**config.mk**
```make
export PLATFORM = sky130hd
export DESIGN_NAME = switch_box_param
export DESIGN_NICKNAME = d
export VERILOG_FILES = /design/src/rtl/sb_pkg.sv /design/src/rtl/sb_config_bank.sv /design/src/rtl/switch_box_param.sv
export SDC_FILE = /design/constraint.sdc
export NUM_CORES = 1
export LEC_CHECK = 0
export ABC_AREA = 1
export BUFFER_PORTS_ARGS = -buffer_cell sky130_fd_sc_hd__buf_2
export CAP_MARGIN = 40
export CORE_ASPECT_RATIO = 0.6
export CORE_MARGIN = 3
export CORE_UTILIZATION = 35
export DETAILED_ROUTE_END_ITERATION = 6
export HOLD_SLACK_MARGIN = 0.12
export REMOVE_ABC_BUFFERS = 1
export SLEW_MARGIN = 0
export SYNTH_ARGS = -nofsm -noshare
export SYNTH_HDL_FRONTEND = slang
export SYNTH_SLANG_ARGS = --single-unit
```
**constraint.sdc**
```tcl
create_clock -name clk -period 1.56 [get_ports clk]
set_clock_uncertainty 0.2 [all_clocks]
set_input_delay 0.078 -clock clk [delete_from_list [all_inputs] [get_ports clk]]
set_output_delay 0.078 -clock clk [all_outputs]
set_load 0.02 [all_outputs]
```
**src/rtl/sb_pkg.sv**
```systemverilog
// sb_pkg: shared definitions for the parametrised switch box.
//   - side count, select and field widths
//   - select encodings
//   - source side/track helpers for the routing pattern
//   - configuration word count helper
package sb_pkg;

  localparam int SB_NUM_SIDES = 4;
  localparam int SB_SEL_W     = 2;
  localparam int SB_FIELD_W   = 3;

  // Per-output select: three neighbouring sides, then the PE result.
  typedef enum logic [SB_SEL_W-1:0] {
    SB_SEL_N1 = 2'd0,
    SB_SEL_N2 = 2'd1,
    SB_SEL_N3 = 2'd2,
    SB_SEL_PE = 2'd3
  } sb_sel_e;

  // Side feeding an output on side s when sel = k (k in 0..2).
  function automatic int sb_src_side(input int s, input int k);
    return (s + k + 1) % SB_NUM_SIDES;
  endfunction

  // Track feeding output (s,t) when sel = k, on a side with num_tracks tracks.
  function automatic int sb_src_track(input int s, input int t, input int k,
                                      input int num_tracks);
    return (t + s + k) % num_tracks;
  endfunction

  // Words needed to hold one 3-bit field per output (4 sides x T tracks).
  function automatic int sb_num_words(input int num_tracks, input int cfg_w);
    return (SB_NUM_SIDES * SB_FIELD_W * num_tracks + cfg_w - 1) / cfg_w;
  endfunction

endpackage

```
**src/rtl/sb_config_bank.sv**
```systemverilog
// sb_config_bank: double-buffered configuration storage.
//   clk, reset      clock and synchronous active-high reset
//   config_en       write config_data into shadow word config_addr
//   config_addr     word index; indices >= NUM_WORDS are ignored
//   config_data     write data
//   config_commit   copy shadow bank into active bank
//   config_rd_data  registered read-back of active word config_addr (0 if out of range)
//   active_flat_o   active bank flattened, word w at [w*CFG_W +: CFG_W]
//
// The config interface has no handshake: a write or commit presented in a
// cycle always takes effect at the following edge. A write and commit in the
// same cycle commit the image including that write.
module sb_config_bank #(
  parameter int NUM_WORDS = 2,
  parameter int CFG_W     = 32
) (
  input  logic                       clk,
  input  logic                       reset,
  input  logic                       config_en,
  input  logic [7:0]                 config_addr,
  input  logic [CFG_W-1:0]           config_data,
  input  logic                       config_commit,
  output logic [CFG_W-1:0]           config_rd_data,
  output logic [NUM_WORDS*CFG_W-1:0] active_flat_o
);

  logic [CFG_W-1:0] shadow_q [NUM_WORDS];
  logic [CFG_W-1:0] shadow_d [NUM_WORDS];
  logic [CFG_W-1:0] active_q [NUM_WORDS];
  logic [CFG_W-1:0] active_d [NUM_WORDS];
  logic [CFG_W-1:0] rd_data_q;
  logic [CFG_W-1:0] rd_data_d;

  always_comb begin
    shadow_d  = shadow_q;
    rd_data_d = '0;
    // Out-of-range addresses match no word, so they neither write nor read.
    for (int w = 0; w < NUM_WORDS; w++) begin
      if (config_en && (config_addr == 8'(w))) shadow_d[w] = config_data;
      if (config_addr == 8'(w)) rd_data_d = active_q[w];
    end
    // Commit takes the post-write shadow image.
    active_d = config_commit ? shadow_d : active_q;
  end

  always_ff @(posedge clk) begin
    if (reset) begin
      for (int w = 0; w < NUM_WORDS; w++) begin
        shadow_q[w] <= '0;
        active_q[w] <= '0;
      end
      rd_data_q <= '0;
    end else begin
      shadow_q  <= shadow_d;
      active_q  <= active_d;
      rd_data_q <= rd_data_d;
    end
  end

  assign config_rd_data = rd_data_q;

  for (genvar w = 0; w < NUM_WORDS; w++) begin : g_flat
    assign active_flat_o[w*CFG_W +: CFG_W] = active_q[w];
  end

endmodule

```
**src/rtl/switch_box_param.sv**
```systemverilog
// switch_box_param: parametrised routing switch box.
//   clk, reset      clock and synchronous active-high reset
//   in_wires        4*T tracks of WIDTH bits, track (s,t) at [((s*T)+t)*WIDTH +: WIDTH]
//   pe_output       PE result, selectable on every output
//   out_wires       same packing as in_wires; masked-off sides drive 0
//   config_*        double-buffered configuration port (see sb_config_bank)
//
// Output o = s*T+t is controlled by active config bits [3o+2:3o]:
// [1:0] select, [2] register enable. Each output's pipeline flop loads the
// mux result every cycle, so after a commit a registered output shows one
// more old-route value before the new route appears.
module switch_box_param
  import sb_pkg::*;
#(
  parameter int         NUM_TRACKS    = 4,
  parameter int         WIDTH         = 1,
  parameter logic [3:0] OUT_SIDE_MASK = 4'b1111,
  parameter int         CFG_W         = 32
) (
  input  logic                                     clk,
  input  logic                                     reset,
  input  logic [SB_NUM_SIDES*NUM_TRACKS*WIDTH-1:0] in_wires,
  input  logic [WIDTH-1:0]                         pe_output,
  output logic [SB_NUM_SIDES*NUM_TRACKS*WIDTH-1:0] out_wires,
  input  logic                                     config_en,
  input  logic [7:0]                               config_addr,
  input  logic [CFG_W-1:0]                         config_data,
  input  logic                                     config_commit,
  output logic [CFG_W-1:0]                         config_rd_data
);

  localparam int T         = NUM_TRACKS;
  localparam int NUM_WORDS = sb_num_words(NUM_TRACKS, CFG_W);

  logic [NUM_WORDS*CFG_W-1:0] active_cfg;

  sb_config_bank #(
    .NUM_WORDS (NUM_WORDS),
    .CFG_W     (CFG_W)
  ) u_cfg (
    .clk            (clk),
    .reset          (reset),
    .config_en      (config_en),
    .config_addr    (config_addr),
    .config_data    (config_data),
    .config_commit  (config_commit),
    .config_rd_data (config_rd_data),
    .active_flat_o  (active_cfg)
  );

  // Padding config bits and sources of masked-off outputs are intentionally unused.
  logic unused_bits;
  assign unused_bits = ^{active_cfg, in_wires, pe_output};

  for (genvar s = 0; s < SB_NUM_SIDES; s++) begin : g_side
    for (genvar t = 0; t < T; t++) begin : g_track
      localparam int O = s * T + t;
      if (OUT_SIDE_MASK[s]) begin : g_on
        // Flat track indices of the three neighbour sources.
        localparam int I0 = sb_src_side(s, 0) * T + sb_src_track(s, t, 0, T);
        localparam int I1 = sb_src_side(s, 1) * T + sb_src_track(s, t, 1, T);
        localparam int I2 = sb_src_side(s, 2) * T + sb_src_track(s, t, 2, T);

        logic [SB_SEL_W-1:0] sel;
        logic                reg_en;
        logic [WIDTH-1:0]    pipe_d;
        logic [WIDTH-1:0]    pipe_q;

        assign sel    = active_cfg[SB_FIELD_W*O +: SB_SEL_W];
        assign reg_en = active_cfg[SB_FIELD_W*O + SB_SEL_W];

        always_comb begin
          pipe_d = pe_output;
          case (sb_sel_e'(sel))
            SB_SEL_N1: pipe_d = in_wires[I0*WIDTH +: WIDTH];
            SB_SEL_N2: pipe_d = in_wires[I1*WIDTH +: WIDTH];
            SB_SEL_N3: pipe_d = in_wires[I2*WIDTH +: WIDTH];
            default:   pipe_d = pe_output;
          endcase
        end

        always_ff @(posedge clk) begin
          if (reset) pipe_q <= '0;
          else       pipe_q <= pipe_d;
        end

        assign out_wires[O*WIDTH +: WIDTH] = reg_en ? pipe_q : pipe_d;
      end else begin : g_off
        assign out_wires[O*WIDTH +: WIDTH] = '0;
      end
    end
  end

endmodule
```
# Word-level counts from Yosys, hierarchy flattened
# Cells that the tools add are included.
dict set report totals {
  register_bits 176
}
dict set report op_classes {
  n_eq_ne 33
  muxes 36
  reduce_logical 19
}
# cell count
set op_table {}
lappend op_table {{32-bit 2-to-1 mux} 4}
lappend op_table {{1-bit one-hot mux with 3 select lines} 16}
lappend op_table {{2-bit by 1-bit equality test with 1-bit output (second input constant)} 16}
lappend op_table {{2-bit equality test (second input constant)} 16}
lappend op_table {{2-bit logical NOT} 16}
lappend op_table {{1-bit 2-to-1 mux} 16}
lappend op_table {{8-bit by 1-bit equality test with 1-bit output (second input constant)} 1}
lappend op_table {{8-bit logical NOT} 1}
lappend op_table {{1-bit logical AND} 2}

# Logic depth before layout (Yosys ltp)
# Gate-level depths: netlist (run 1).
dict set report depth {
  depth_word 3
  ltp_mapped 9
  ltp_nobuf 8
}

# Cells and area by module
# Synthesis (run 1) repeated with hierarchy kept, for this count alone.
dict set report hier_totals {
  cells_unflattened 1091
  area_unflattened_um2 7642.3
}
# module instances cells_each area_each_um2 seq_area_each_um2
set by_module_without_submodules {}
lappend by_module_without_submodules {sb_config_bank 1 847 6322.3 3203.1}
lappend by_module_without_submodules {switch_box_param 1 244 1320.0 320.3}

# Worst setup path after synthesis (run 1)
# No wires, ideal clock.
dict set report synth_path {
  path_type {input-to-output}
  from {input port pe_output}
  to {output port out_wires[0]}
  t_arrival_ns 1.210
  path_slack_ns 0.072
  path_stages 6
  path_buffers 2
  path_cell_list {clkbuf_1 > buf_2 > nand2_1 > o211ai_1 > o21ai_0 > o21ai_0}
}
dict set report synth_between {
  elab_chain_cells 2
}
# element line
set synth_rtl {}
lappend synth_rtl {{start, declared} switch_box_param.sv:23} ;# input logic [WIDTH-1:0] pe_output,
lappend synth_rtl {{1-bit one-hot mux with 3 select lines} switch_box_param.sv:74} ;# case (sb_sel_e'(sel))
lappend synth_rtl {{1-bit 2-to-1 mux} switch_box_param.sv:87} ;# assign out_wires[O*WIDTH +: WIDTH] = reg_en ? pipe_q : pipe_d;
lappend synth_rtl {{end, declared} switch_box_param.sv:24} ;# output logic [SB_NUM_SIDES*NUM_TRACKS*WIDTH-1:0] out_wires,
# Every way passes these cells.

# Worst setup path in the final report (run 1)
dict set report layout_path {
  from {register u_cfg.active_q (netlist bit u_cfg.active_flat_o[46])}
  to {output port out_wires[15]}
}
dict set report layout_between {
  elab_chain_cells 3
  word_cells_on_any_way 5
  classes_between {eq/ne: 2; mux: 2; reduce/logical: 1}
}
# element line
set layout_rtl {}
lappend layout_rtl {{start, declared} sb_config_bank.sv:29} ;# logic [CFG_W-1:0] active_q [NUM_WORDS];
lappend layout_rtl {{start signal, assigned} sb_config_bank.sv:55} ;# active_q <= active_d;
lappend layout_rtl {{2-bit equality test (tied with other cells)} switch_box_param.sv:74}
lappend layout_rtl {{1-bit one-hot mux with 3 select lines *} switch_box_param.sv:74}
lappend layout_rtl {{1-bit 2-to-1 mux *} switch_box_param.sv:87}
# Every way passes the cells marked *; elsewhere a longest branch is shown, timed or not.

==> results.yml, run 1 <==
worst_setup_path:
  arrival_ns: 1.48
  max_stage_delay_ns: 0.37
  timing.rr.start: "u_cfg.active_flat_o[1]$_SDFFE_PP0P_"
  crit_start: "u_cfg.active_flat_o[46]$_SDFFE_PP0P_"
  worstPathRequired_ns: 1.28
  cp_top_family: "compound AO/OA/AOI/OAI gates"
  end_kind: "primary output"
  path_cells: "o211ai_1 -> o21ai_2 -> o21ai_2 -> buf_6"
  cp_num_buf_inv: 1
  crit_fanout: 6
  critPathSlowestCell: "dfxtp_4"
  cp_common_cell: "o21ai_2"
  crit_type: "register to primary output"
  cp-start-kind: "register"
clocking:
  path_clk_slew_ns: 0.07
  h-tree-depth: 4
  cts_buffers: 17
  clockBufferDepth: 2
  worstSkewPairLatency_ns: 0.43
  clock-root-buffer: "clkbuf_16"
  cts_tree: "built"
  clock-sinks: 176
floorplanning:
  die_h_um: 118
  rows: 40
  boundaryPins: 109
  start_util_pct: 36.1
  core_area_um2: 20200
  die_area_um2: 22700
  die_x_um: 192
logic_synthesis:
  synth.distinct_cells: 19
  synth.yosys.seq_area_share_pct: 48.3
  syn_avg_cell_area_um2: 7.22
  synth_area_um2: 7300
  synthCells: 1010
  yosys_register_bits: 176
  yosys_warnings: 0
timing:
  tightest_slew_ns: 0.527
  holdWs_ns: -0.163
  grt_setup_unrepaired: "true"
  finalMaxSlewViolations: 0
  slew_headroom_pct: 64.9
  finalSetupViolCount: 26
  setup_slack_ns: -0.201
  period_minus_slack_ns: 1.76
  fmax_mhz: 568
  finalHoldViolCount: 12
  fin_crit_sh_pct: 113
route:
  wl_mm: 24.2
  ant_nets: 0
  route.detailed.drc: 2
  avgViaCountPerCell: 4.84
  first_pass_iters: 7
  wl_per_cell_um: 15.7
  drt-initial-drc-count: 610
  dr_total_vias: 7466
placement:
  gp_congestion: 0.747
  dp.cells: 1354
  port-buffer-count: 108
  dp_hpwl_mm: 12.9
layout:
  area_delta_synth_final_pct: 48.3
  nNetsFinal: 1316
  layout.cells.non_filler: 1541
  diodes: 0
  drive_above_1_share_pct: 25.6
pwr:
  cellPowerDensity_nw_per_um2: 921
  ir_worst_vdd_mv: 0.804
  p_leak_nw: 4.75
  finalPower_mw: 9.96
global_routing:
  grt_max_degree: 61
  overflow: 0
  grt_usage_pct: 19.7
  antenna_found_initial: 0
  grt_pass1_wl_mm: 35.7
  grt_pass1_vias: 6898
status:
  status: "finished, violations left"
  failed_checks: "design-rule violations, negative hold slack, negative setup slack"
hold_path:
  holdCritStartpoint: "in_wires[14]"
  hold_class: "primary input to register"
job:
  drv_cap: 0
-- cells in the mapped netlist --
cell,count,share of area (%)
a21oi_1,96,6.6
buf_1,8,0.41
buf_2,18,1.2
buf_4,6,0.62
buf_6,2,0.31
buf_8,2,0.41
clkbuf_1,26,1.3
dfxtp_1,176,48
inv_1,85,4.4
nand2_1,241,12
nand2_2,2,0.17
nand3_1,104,7.1
nand3_2,28,3.8
nor2_1,150,7.7
nor2_2,1,0.086
nor2_4,1,0.15
o211ai_1,16,1.6
o21ai_0,45,3.1
o21ai_1,3,0.21
-- power breakdown --
| part | internal [mW] | switching, mW | leakage [nW] |
|---|---|---|---|
| Clock | 2.22 | 1.95 | 0.275 |
| Combinational | 0.479 | 0.619 | 3.03 |
| Sequential | 4.60 | 0.0994 | 1.44 |
-- placed cells by master (no fill, tap or decap), drive strengths merged, types with 26 or more instances in the layout --
master / synthesis / layout
buf: 36 / 178
nor2: 152 / 152
o21ai: 48 / 48
clkbuf: 26 / 26
dlygate4sd3: 0 / 85
nand3: 132 / 132
dfxtp: 176 / 176
nand2: 243 / 243
inv: 85 / 90
a21oi: 96 / 96
-- state kept, by name (all words and copies together), names as in the netlist --
register / flops
u_cfg.config_rd_data: 32
u_cfg.active_flat_o: 64
u_cfg.shadow_q: 64
g_side.g_track.g_on.pipe_q: 16
-- final timing paths --
| kind | end | slack, ns | depth (start not counted) |
|---|---|---|---|
| setup reg to reg | u_cfg.config_rd_data[1]$_SDFF_PP0_ | 0.04 | 4 |
| setup / recovery | out_wires[15] | -0.20 | 4 |
| hold reg to reg | u_cfg.shadow_q[62]$_SDFF_PP0_ | 0.27 | 2 |
| hold / removal | g_side[0].g_track[0].g_on.pipe_q$_SDFF_PP0_ | -0.16 | 5 |
-- timing repair --
action                                 in CTS  in global routing
endpoints found under the hold margin     176                 28
gates resized for setup                    91                 93
setup endpoints to repair                  16                126
pin swaps                                  27                 45
hold buffers                              143                  1
cloned                                      0                 12
setup buffers                              22                 27
-- stage by stage --
| step | setup TNS (ns) | instance area, um^2 | util [%] | worst slack, ns | hold WS (ns) |
|---|---|---|---|---|---|
| floorplan | -171.95 | 6980 | - | -2.18 | -0.0529 |
| global placement | 0 | 8220 | 40.7 | 0.0263 | 0.174 |
| detailed placement | -0.00219 | 8220 | 40.7 | -0.00219 | 0.175 |
| global route | -3.84 | 10800 | 53.5 | -0.223 | -0.157 |
| finish | -1.91 | 10800 | 53.5 | -0.201 | -0.163 |
| CTS | -4.63 | 10500 | 51.9 | -0.198 | -0.183 |
-- cell type report --
type,count,area (um^2)
clock buffers,17,425
clock inverters,15,135
fillers,1893,9400
inverters,85,319
multi-input cells,687,3360
flip-flops and latches,176,3580
well taps,273,342
repair buffers,288,2660
-- worst register-to-register path, cell delays in order (launching register included) --
cell and delay [ns]:
dfxtp_4 0.38, buf_4 0.12, nand2_1 0.05, dlygate4sd3_1 0.55, a21oi_1 0.14
-- per-layer routing --
metal,up-vias,wire (um),track usage (%)
met3,26,1730,3.21
met4,0,246,4.37
met5,-,0,0
met1,3475,11700,29.4
met2,232,10500,29.6
li1,3733,-,-
-- cells by family (layout without fill, tap and decap cells) --
group / count (synthesis) / count (layout) / synth area share (%)
and+or+nand+nor: 527 / 527 / 31.5
buffers and inverters: 147 / 405 / 8.69
DFF: 176 / 176 / 48.3
AOI/OAI and AO/OA: 160 / 160 / 11.5
Note: power is estimated with default switching activity, not from simulation.
==> run 2, diff against run 1 <==
Settings changed: ABC_AREA 1 to not set, CTS_BUF_LIST set to sky130_fd_sc_hd__clkbuf_4 sky130_fd_sc_hd__clkbuf_8.
==> results.yml, run 2 <==
layout:
  final_cell_mix: "nand2b_1 (160), dfxtp_1 (160), nor4_1 (117)"
  nNetsFinal: 1075
  diodes: 0
  fin_util_pct: 45.7
  area_delta_synth_final_pct: 27.0
  layout.cells.non_filler: 1342
  drive_above_1_share_pct: 26.8
global_routing:
  overflow: 0
  use_met3_pct: 5.04
  grt_usage_pct: 20.4
  grt_max_degree: 83
  use_met1_pct: 30.5
  grt_pass1_wl_mm: 40.9
  met2_usage_pct: 28.9
  antenna_found_initial: 0
  grt-busiest-layer: "met1"
  grt_pass1_vias: 7054
worst_setup_path:
  arrival_ns: 1.85
  rrSetupSlack_ns: 0.15
  end_kind: "primary output"
  crit_fanout: 2
  cp-start-kind: "register"
  crit_type: "register to primary output"
  worstPathRequired_ns: 1.28
timing:
  grt_setup_unrepaired: "true"
  finalSetupTns_ns: -8.03
  finalSetupViolCount: 16
  slew_headroom_pct: 64.9
  finalMaxSlewViolations: 0
  fin_crit_sh_pct: 137
  tightest_slew_ns: 0.526
  finalHoldViolCount: 15
  period_minus_slack_ns: 2.13
  fmax_mhz: 470
  holdWs_ns: -0.114
  setup_slack_ns: -0.570
floorplanning:
  boundaryPins: 109
  rows: 43
  core_area_um2: 23300
  die_x_um: 206
  start_util_pct: 36.0
  die_area_um2: 25900
  die_h_um: 126
status:
  status: "finished, violations left"
  failed_checks: "negative hold slack, negative setup slack"
placement:
  dp.cells: 1269
  dp_hpwl_mm: 16.8
  port-buffer-count: 108
  gp_congestion: 0.804
logic_synthesis:
  yosysTopAreaCell: "dfxtp_1"
  synth_most_common_cell: "dfxtp_1"
  syn_avg_cell_area_um2: 9.65
  synth.area.top_cells: "dfxtp_1 (42%), nand2b_1 (12%), mux2i_1 (11%)"
  synth.yosys.seq_area_share_pct: 42.1
  yosys_register_bits: 176
  synth_area_um2: 8380
  synthCells: 868
  synth_edf_count: 0
  yosys_warnings: 0
  synthTopCellsByCount: "dfxtp_1 (176), nand2b_1 (161), nor4_1 (118), mux2i_1 (96)"
  synth_flop_cell: "dfxtp_1"
  synth.distinct_cells: 25
  synth_top_area_share_pct: 42.1
  synth-async-reset-ratio_pct: 0
pwr:
  cellPowerDensity_nw_per_um2: 920
  finalPower_mw: 9.79
  p_leak_nw: 4.45
  ir_worst_vdd_mv: 0.538
clocking:
  clock-sinks: 176
  path_clk_slew_ns: 0.10
  h-tree-depth: 4
  cts_tree: "built"
  clockBufferDepth: 2
  holdBufCountCts: 39
  cts_buffers: 17
  worstSkewPairLatency_ns: 0.48
  clock-root-buffer: "clkbuf_8"
route:
  dr_total_vias: 7359
  route.detailed.drc: 0
  first_pass_iters: 5
  wl_per_cell_um: 19.7
  avgViaCountPerCell: 5.48
  wl_mm: 26.4
  drt-initial-drc-count: 650
  ant_nets: 0
job:
  drv_cap: 0
hold_path:
  hold_class: "primary input to register"
## run 2: cell types whose count changed after synthesis, sizes merged, moves of 23 or more
cell,previous run,this run
mux2i,0,96
a21oi,96,64
nor4,0,130
nand2,243,1
o21ai,48,0
o22ai,0,64
inv,85,0
nand3,132,0
nand2b,0,161
nor2,152,32
clkbuf,26,49
## run 2: worst paths after layout
| path | start | endpoint | cells after the start |
|---|---|---|---|
| min | in_wires[0] | g_side[3].g_track[1].g_on.pipe_q$_SDFF_PP0_ | 3 |
| max reg2reg | u_cfg.active_flat_o[36]$_SDFFE_PP0P_ | g_side[3].g_track[0].g_on.pipe_q$_SDFF_PP0_ | 2 |
| min reg2reg | u_cfg.shadow_q[37]$_SDFF_PP0_ | u_cfg.shadow_q[37]$_SDFF_PP0_ | 2 |
| max | u_cfg.active_flat_o[36]$_SDFFE_PP0P_ | out_wires[12] | 3 |
## run 2: logic make-up after synthesis
logic type             count (synthesis)  share of synthesized area [%]
multiplexers                         128                           17.9
AO/OA/AOI/OAI                        128                           8.60
flip-flops                           176                           42.1
buffers and inverters                 88                           5.21
AND/OR/NAND/NOR                      348                           26.2
## run 2: power by group
part,switching (mW),internal [mW]
Combinational,0.708,0.674
Sequential,0.0828,4.60
Clock,1.75,1.98
Total,2.54,7.25
## run 2: per-stage QoR
step	setup WS, ns	cell area (um^2)
4_1_cts	-0.593	10600
5_1_grt	-0.626	10600
3_5_place_dp	-0.346	9590
6_report	-0.570	10600
3_3_place_gp	-0.291	9590
2_1_floorplan	-2.73	7940
## run 2: layout make-up
type | count | area, um^2
sequential | 176 | 3550
tap | 315 | 394
multi-input combinational | 604 | 4500
timing repair buffer | 215 | 1740
clock inverter | 9 | 153
fill | 2198 | 12700
clock buffer | 23 | 310
## run 2: what timing repair did
action,4_1_cts,5_1_grt
hold endpoints to repair,165,59
resized for setup,57,9
buffers inserted,1,2
pin swaps,0,0
setup endpoints to repair,16,29
## run 2: critical path: stages (launching register included)
cell and delay [ns]:
dfxtp_2 0.37, mux4_2 0.57, mux2_4 0.30, buf_6 0.13
## run 2: per-layer routing
metal	part of all wire, %	vias to the layer above
met5	0	-
met4	1.2	0
met3	9.5	25
met2	42	335
met1	47	3513
li1	-	3486
==> run 3, diff against run 2 <==
Settings changed: CORE_ASPECT_RATIO 0.6 to 0.7, PLACE_DENSITY set to 0.53, SLEW_MARGIN 0 to not set.
==> results.yml, run 3 (synthesized netlist as in run 2, its figures left out) <==
worst_setup_path:
  critPathSlowestCell: "mux4_2"
  crit_type: "register to primary output"
  r2r-end: "g_side[2].g_track[3].g_on.pipe_q$_SDFF_PP0_"
  rrSetupSlack_ns: 0.18
  timing.rr.start: "u_cfg.active_flat_o[34]$_SDFFE_PP0P_"
  path_cells: "mux4_2 -> mux2_4 -> buf_6"
  max_stage_delay_ns: 0.55
  cp-start-kind: "register"
  worstPathRequired_ns: 1.28
  crit_start: "u_cfg.active_flat_o[13]$_SDFFE_PP0P_"
  r2r_cells: 2
  end_kind: "primary output"
  crit_fanout: 2
  arrival_ns: 1.83
route:
  ant_nets: 0
  wl_mm: 26.3
  dr_total_vias: 7289
  first_pass_iters: 5
  wl_per_cell_um: 19.6
  drt-initial-drc-count: 581
  route.detailed.drc: 0
  avgViaCountPerCell: 5.43
placement:
  gp_congestion: 0.780
  dp_hpwl_mm: 16.9
  port-buffer-count: 108
  dp.cells: 1269
floorplanning:
  core_area_um2: 23100
  start_util_pct: 36.3
  boundaryPins: 109
  die_x_um: 191
  die_area_um2: 25900
  rows: 46
  die_h_um: 135
global_routing:
  use_met1_pct: 31.4
  grt-busiest-layer: "met1"
  met2_usage_pct: 30.1
  grt_pass1_wl_mm: 41.7
  overflow: 0
  use_met3_pct: 3.98
  antenna_found_initial: 0
  grt_max_degree: 65
  grt_pass1_vias: 7173
  grt_usage_pct: 20.8
timing:
  fin_crit_sh_pct: 135
  slew_headroom_pct: 72.1
  holdWs_ns: -0.132
  tightest_slew_ns: 0.417
  setup_slack_ns: -0.545
  grt_setup_unrepaired: "true"
  period_minus_slack_ns: 2.10
  finalSetupViolCount: 82
  finalHoldViolCount: 16
  finalMaxSlewViolations: 0
  fmax_mhz: 475
clocking:
  clockBufferDepth: 2
  path_clk_slew_ns: 0.10
  cts_buffers: 17
  worstSkewPairLatency_ns: 0.48
  h-tree-depth: 4
  clock-root-buffer: "clkbuf_8"
  cts_tree: "built"
  clock-sinks: 176
hold_path:
  holdCritStartpoint: "in_wires[9]"
  holdPathEnd: "g_side[0].g_track[0].g_on.pipe_q$_SDFF_PP0_"
  hold_path_depth: 3
  hold_class: "primary input to register"
pwr:
  ir_worst_vdd_mv: 0.517
  p_leak_nw: 4.46
  cellPowerDensity_nw_per_um2: 917
layout:
  drive_above_1_share_pct: 26.9
  nNetsFinal: 1079
  area_delta_synth_final_pct: 27.2
  layout.cells.non_filler: 1343
  final_cell_mix: "nand2b_1 (160), dfxtp_1 (160), nor4_1 (118)"
  diodes: 0
status:
  status: "finished, violations left"
  failed_checks: "negative hold slack, negative setup slack"
job:
  drv_cap: 0
==> run 3: cell type report <==
| class | count | area, um^2 |
|---|---|---|
| fill | 2205 | 12400 |
| multi-input combinational | 604 | 4500 |
| sequential | 176 | 3550 |
| timing repair buffer | 219 | 1770 |
| tap | 312 | 390 |
| clock buffer | 18 | 241 |
| clock inverter | 14 | 214 |
==> run 3: timing repair <==
action / 4_1_cts / 5_1_grt
buffers inserted: 3 / 1
endpoints found under the hold margin: 170 / 139
hold buffers: 39 / 3
endpoints found under the setup margin: 16 / 156
resized for setup: 65 / 2
==> run 3: worst max-delay path by stage <==
stage | slack [ns] | cells after the start | to
floorplan | -2.73 | 3 | u_cfg.shadow_q[32]$_SDFF_PP0_
global placement | -0.27 | 5 | u_cfg.active_flat_o[4]$_SDFFE_PP0P_
detailed placement | -0.30 | 5 | u_cfg.active_flat_o[29]$_SDFFE_PP0P_
CTS | -0.59 | 3 | out_wires[3]
global route | -0.61 | 3 | out_wires[3]
finish | -0.54 | 3 | out_wires[4]
==> run 3: through the flow <==
step                      power [mW]  area, um^2  setup TNS [ns]  utilization (%)  worst slack [ns]
after detailed placement        5.99        9610          -27.88             41.6            -0.303
after global placement          5.98        9610          -26.21             41.6            -0.272
final                           9.78       10700          -11.31             46.2            -0.545
after global routing            10.2       10700          -16.34             46.2            -0.608
after floorplan                 5.34        7940         -283.91                -             -2.73
after CTS                       9.86       10700          -20.79             46.2            -0.593
==> run 3: critical path: cells and delay by family (launching register included) <==
kind / cells / cell delay [ns]
muxes: 2 / 0.85
buffers and inverters: 1 / 0.13
DFF: 1 / 0.36
==> run 3: power by group <==
group | internal (mW) | switching [mW]
combinational | 0.685 | 0.712
sequential | 4.59 | 0.0776
clock | 1.92 | 1.79
total | 7.20 | 2.58
==> run 3: routing by layer <==
| layer | part of all wire, % | vias up |
|---|---|---|
| li1 | - | 3502 |
| met5 | 0 | - |
| met3 | 6.4 | 26 |
| met2 | 42 | 261 |
| met1 | 50 | 3500 |
| met4 | 1.1 | 0 |
